**config.mk**
```make
export PLATFORM = sky130hd
export DESIGN_NAME = calc_port_responder
export DESIGN_NICKNAME = d
export VERILOG_FILES = /design/src/rtl/calc_port_responder.sv
export SDC_FILE = /design/constraint.sdc
export NUM_CORES = 1
export LEC_CHECK = 0
export BUFFER_PORTS_ARGS = -buffer_cell sky130_fd_sc_hd__buf_2
export CELL_PAD_IN_SITES_DETAIL_PLACEMENT = 0
export CELL_PAD_IN_SITES_GLOBAL_PLACEMENT = 2
export CORE_AREA = 10 10 181 183
export DETAILED_ROUTE_END_ITERATION = 10
export DIE_AREA = 0 0 191 193
export GPL_TIMING_DRIVEN = 0
export PLACE_DENSITY_LB_ADDON = 0.1
export REMOVE_ABC_BUFFERS = 1
export SLEW_MARGIN = 10
export SYNTH_ARGS = -nofsm -noshare
export SYNTH_HDL_FRONTEND = slang
export SYNTH_SLANG_ARGS = --single-unit
```
**constraint.sdc**
```tcl
create_clock -name c_clk -period 9.2 [get_ports c_clk]
set_input_delay 0.92 -clock c_clk [delete_from_list [all_inputs] [get_ports c_clk]]
set_output_delay 0.92 -clock c_clk [all_outputs]
set_load 0.02 [all_outputs]
```
**src/rtl/calc_port_responder.sv**
```systemverilog
// Single-port calc responder: two-beat command/operand request, add/sub/shift
// execution after a fixed latency, one-cycle response with data.
module calc_port_responder #(
    parameter int WIDTH   = 32,
    parameter int LATENCY = 3
) (
    input  logic             c_clk,
    input  logic             reset,
    input  logic [0:3]       cmd_in,
    input  logic [0:WIDTH-1] data_in,
    output logic [0:1]       out_resp,
    output logic [0:WIDTH-1] out_data,
    output logic             busy
);

    typedef enum logic [1:0] {IDLE, OPND2, EXEC, RESP} state_t;

    localparam logic [3:0] CNT_LOAD = 4'(LATENCY - 1);

    state_t           state_q, state_d;
    logic [3:0]       cmd_q, cmd_d;
    logic [WIDTH-1:0] op1_q, op1_d;
    logic [WIDTH-1:0] op2_q, op2_d;
    logic [3:0]       cnt_q, cnt_d;
    logic [WIDTH+1:0] result;

    // Returns {resp[1:0], data}; overflow, underflow and invalid commands return zero data.
    function automatic logic [WIDTH+1:0] execute(input logic [3:0]       cmd,
                                                 input logic [WIDTH-1:0] a,
                                                 input logic [WIDTH-1:0] b);
        logic [WIDTH:0] sum;
        logic [4:0]     sh;
        sum = {1'b0, a} + {1'b0, b};
        sh  = b[4:0];
        case (cmd)
            4'd1: execute = sum[WIDTH] ? {2'd2, {WIDTH{1'b0}}} : {2'd1, sum[WIDTH-1:0]};
            4'd2: execute = (b > a) ? {2'd2, {WIDTH{1'b0}}} : {2'd1, a - b};
            4'd5: execute = {2'd1, a << sh};
            4'd6: execute = {2'd1, a >> sh};
            default: execute = {2'd3, {WIDTH{1'b0}}};
        endcase
    endfunction

    always_ff @(posedge c_clk) begin
        if (reset) begin
            state_q <= IDLE;
            cmd_q   <= '0;
            op1_q   <= '0;
            op2_q   <= '0;
            cnt_q   <= '0;
        end else begin
            state_q <= state_d;
            cmd_q   <= cmd_d;
            op1_q   <= op1_d;
            op2_q   <= op2_d;
            cnt_q   <= cnt_d;
        end
    end

    always_comb begin
        state_d = state_q;
        cmd_d   = cmd_q;
        op1_d   = op1_q;
        op2_d   = op2_q;
        cnt_d   = cnt_q;
        case (state_q)
            IDLE: begin
                if (cmd_in != 4'd0) begin
                    cmd_d   = cmd_in;
                    op1_d   = data_in;
                    state_d = OPND2;
                end
            end
            OPND2: begin
                op2_d   = data_in;
                cnt_d   = CNT_LOAD;
                state_d = EXEC;
            end
            EXEC: begin
                if (cnt_q == 4'd0) state_d = RESP;
                else               cnt_d   = cnt_q - 4'd1;
            end
            default: state_d = IDLE;
        endcase
    end

    // Outputs are held at zero outside RESP so the bus never shows stale data.
    always_comb begin
        result   = execute(cmd_q, op1_q, op2_q);
        out_resp = 2'd0;
        out_data = '0;
        busy     = (state_q != IDLE);
        if (state_q == RESP) begin
            out_resp = result[WIDTH+1:WIDTH];
            out_data = result[WIDTH-1:0];
        end
    end

endmodule

```
==> flow_summary.yaml <==
grt:
  overflow: 0
  antenna_found_initial: 0
  use_met2: 0.337
  grt_pass1_wl_mm: 62.8
  grt_max_degree: 81
  grt_pass1_vias: 9985
  grt_use_met3: 0.0275
  grt.met1_usage: 0.319
  grt_usage: 0.220
  grt_busiest_layer: "met2"
logic_synthesis:
  ys_seq_area_frac: 0.148
  yosysUniqueCellTypes: 75
  synth_area_per_cell_um2: 7.17
  syn_area_um2: 10000
  synth_seq_cells: 74
  synth_ff_type: "dfxtp_1"
  synth-edff-count: 0
  synthCells: 1401
  synth_warnings: 0
  synthArstFlopShare: 0
worst_setup_path:
  cp-start-kind: "register"
  cp_data_required_time_ps: 8280
  arrival_ps: 6020
  worstPathMaxFanout: 80
  path_class: "register to output pin"
  rrSetupSlack_ps: 7280
  rr_startpoint: "state_q[0]"
  crit_path_end_kind: "output pin"
  crit_start: "op2_q[3]"
finish:
  syn_to_final_growth_pct: 8.37
  final_cell_mix: "156 x nor2_1, 146 x a21oi_1, 146 x nand2_1"
  drive_gt1_frac: 0.120
  utilization: 0.372
  num-fill-cells: 3152
  fin_nets: 1495
  final_common_cell: "nor2_1"
  final_cells: 1778
  antennaDiodeCount: 0
clock_network:
  insertion_delay_ps: 370
  cts_resized: 0
  cts-root-buf: "clkbuf_16"
  cts.reportedPaths.clkPinSlew_ps: 70
  clock_path_buffers: 2
  holdBufCountCts: 0
  cts_buffers: 9
  cts_tree: "done"
  cts_setup_buffers: 0
  htree_num_levels: 3
  clock_sinks: 74
place:
  portBuffers: 72
  routabilityCongestion: 0.910
  place_inst: 1762
  dpl.hpwl_mm: 31.3
routing:
  first_pass_iters: 6
  drtIter0Drc: 958
  postRouteAntennaNets: 0
  vias: 10600
  routedWlPerCell_um: 23.1
  drc: 0
  drt-total-wl_mm: 41.2
  routed_via_density: 5.95
timing:
  slew_headroom: 0.252
  worst_pin_slew_ps: 1120
  max_freq_ghz: 0.144
  min_period_ps: 6940
  maxSlewViolCount: 0
  timing.hold.ws_ps: 471
  rsz0062_at_grt: "no"
  setup_viol: 0
  post-route-period-util: 0.755
  tns_ps: 0
  finalHoldViolCount: 0
  clock_skew_ps: 7.07
hold_path:
  worstHoldStart: "cnt_q[0]"
  hold_class: "register to register"
die:
  rows: 63
  die_area_um2: 36900
  io_pins: 73
  start_util: 0.343
  coreArea_um2: 29200
  die_x_um: 191
  die_h_um: 193
power:
  cellPowerDensity_nw_per_um2: 317
  total_power_uw: 3450
  power.leakage_uw: 0.00432
  vdd_ir_drop_max_uv: 111
flow_run:
  maxCapViolCount: 0
run_status:
  status: "completed"
==> registers in the layout (all words and copies together) (netlist names) <==
register,count
op1_q,32
state_q,2
op2_q,32
cmd_q,4
cnt_q,4
==> layout make-up <==
| type | count | area (um2) | area share |
|---|---|---|---|
| Clock inverter | 7 | 82.6 | 0.00759 |
| Inverter | 71 | 267 | 0.0245 |
| Tap cell | 390 | 488 | 0.0448 |
| Multi-Input combinational cell | 1150 | 7850 | 0.721 |
| Timing Repair Buffer | 77 | 478 | 0.0439 |
| Sequential cell | 74 | 1500 | 0.137 |
| Clock buffer | 9 | 225 | 0.0207 |
==> layer usage <==
metal / vias up / wire length (um)
met2: 341 / 18300
li1: 5079 / -
met4: 0 / 651
met5: - / 0
met1: 5132 / 20000
met3: 32 / 2240
==> through the flow <==
stage               setup slack, ps  cell area (um2)
floorplan                      2790             9570
global placement                185            10400
detailed placement             2750            10600
CTS                            2310            10900
global route                   1960            10900
finish                         2260            10900
==> where the power goes <==
part | switching, uW | leakage [uW] | internal [uW]
Combinational | 1480 | 0.00357 | 921
Clock | 180 | 0.000145 | 215
Sequential | 247 | 0.000611 | 409
==> final timing paths <==
kind,cells past startpoint,to
worst max register to register,7,op1_q[6]
worst min-delay path,2,cnt_q[0]
worst max-delay path,12,out_data[10]
worst min register to register,2,cnt_q[0]
==> cell usage after synthesis, types with 3 or more instances <==
master     count  area [um2]
o22a_1         3        26.3
a21o_1        21         158
clkbuf_1      54         203
nor4_1        10        62.6
xor2_1         5        43.8
nor3_1        27         135
a21oi_1      146         731
nand2b_1      29         181
xnor2_1       24         210
a221o_1        8        80.1
or2_2         11        68.8
buf_4          6        45.0
and3_1        10        62.6
nand3_1       14        70.1
o21ai_0       79         395
o22ai_1       35         219
a211oi_1      18         135
mux2i_1       88         881
buf_2         33         165
o211ai_1      15         113
o21ai_1        5        25.0
nand2_1      146         548
o31a_1         6        52.6
inv_1         71         267
ha_1          72         901
o31ai_1        6        45.0
a221oi_1      16         140
a2111o_1       4        45.0
nor2b_1       12        75.1
o221a_2        3        33.8
dfxtp_1       74        1480
a31oi_1       26         163
nor2_1       158         593
a2bb2oi_1      3        26.3
a311oi_1       5        43.8
mux2_2        17         191
o2111a_1       3        33.8
o21a_1        10        75.1
a22oi_1       17         128
buf_1         11        41.3
and2_1        10        62.6
mux4_2        22         495
or3_1          9        56.3
a31o_2         4        35.0
o21bai_1      15         113
==> worst max-delay path: stages (launching register included) <==
cell      delay, ps
dfxtp_4         850
inv_1           550
ha_1            590
nor2_1          120
a211oi_1        590
o2111a_1        420
nor3_2          110
o21ai_1         170
and3_1          920
nand2_1         440
o221a_2         410
o22ai_1         240
buf_2           230
==> cells by family (layout without fill, tap and decap cells) <==
logic type,count (synthesis),count (layout),synth area share
AO/OA/AOI/OAI,473,473,0.304
XOR/XNOR,29,29,0.0253
adder cells (fa/ha/maj),74,74,0.0937
buffers and inverters,177,164,0.0734
flip-flops,74,74,0.148
multiplexers,127,127,0.156
AND/OR/NAND/NOR,447,447,0.200
(Power assumes the default switching activity.)
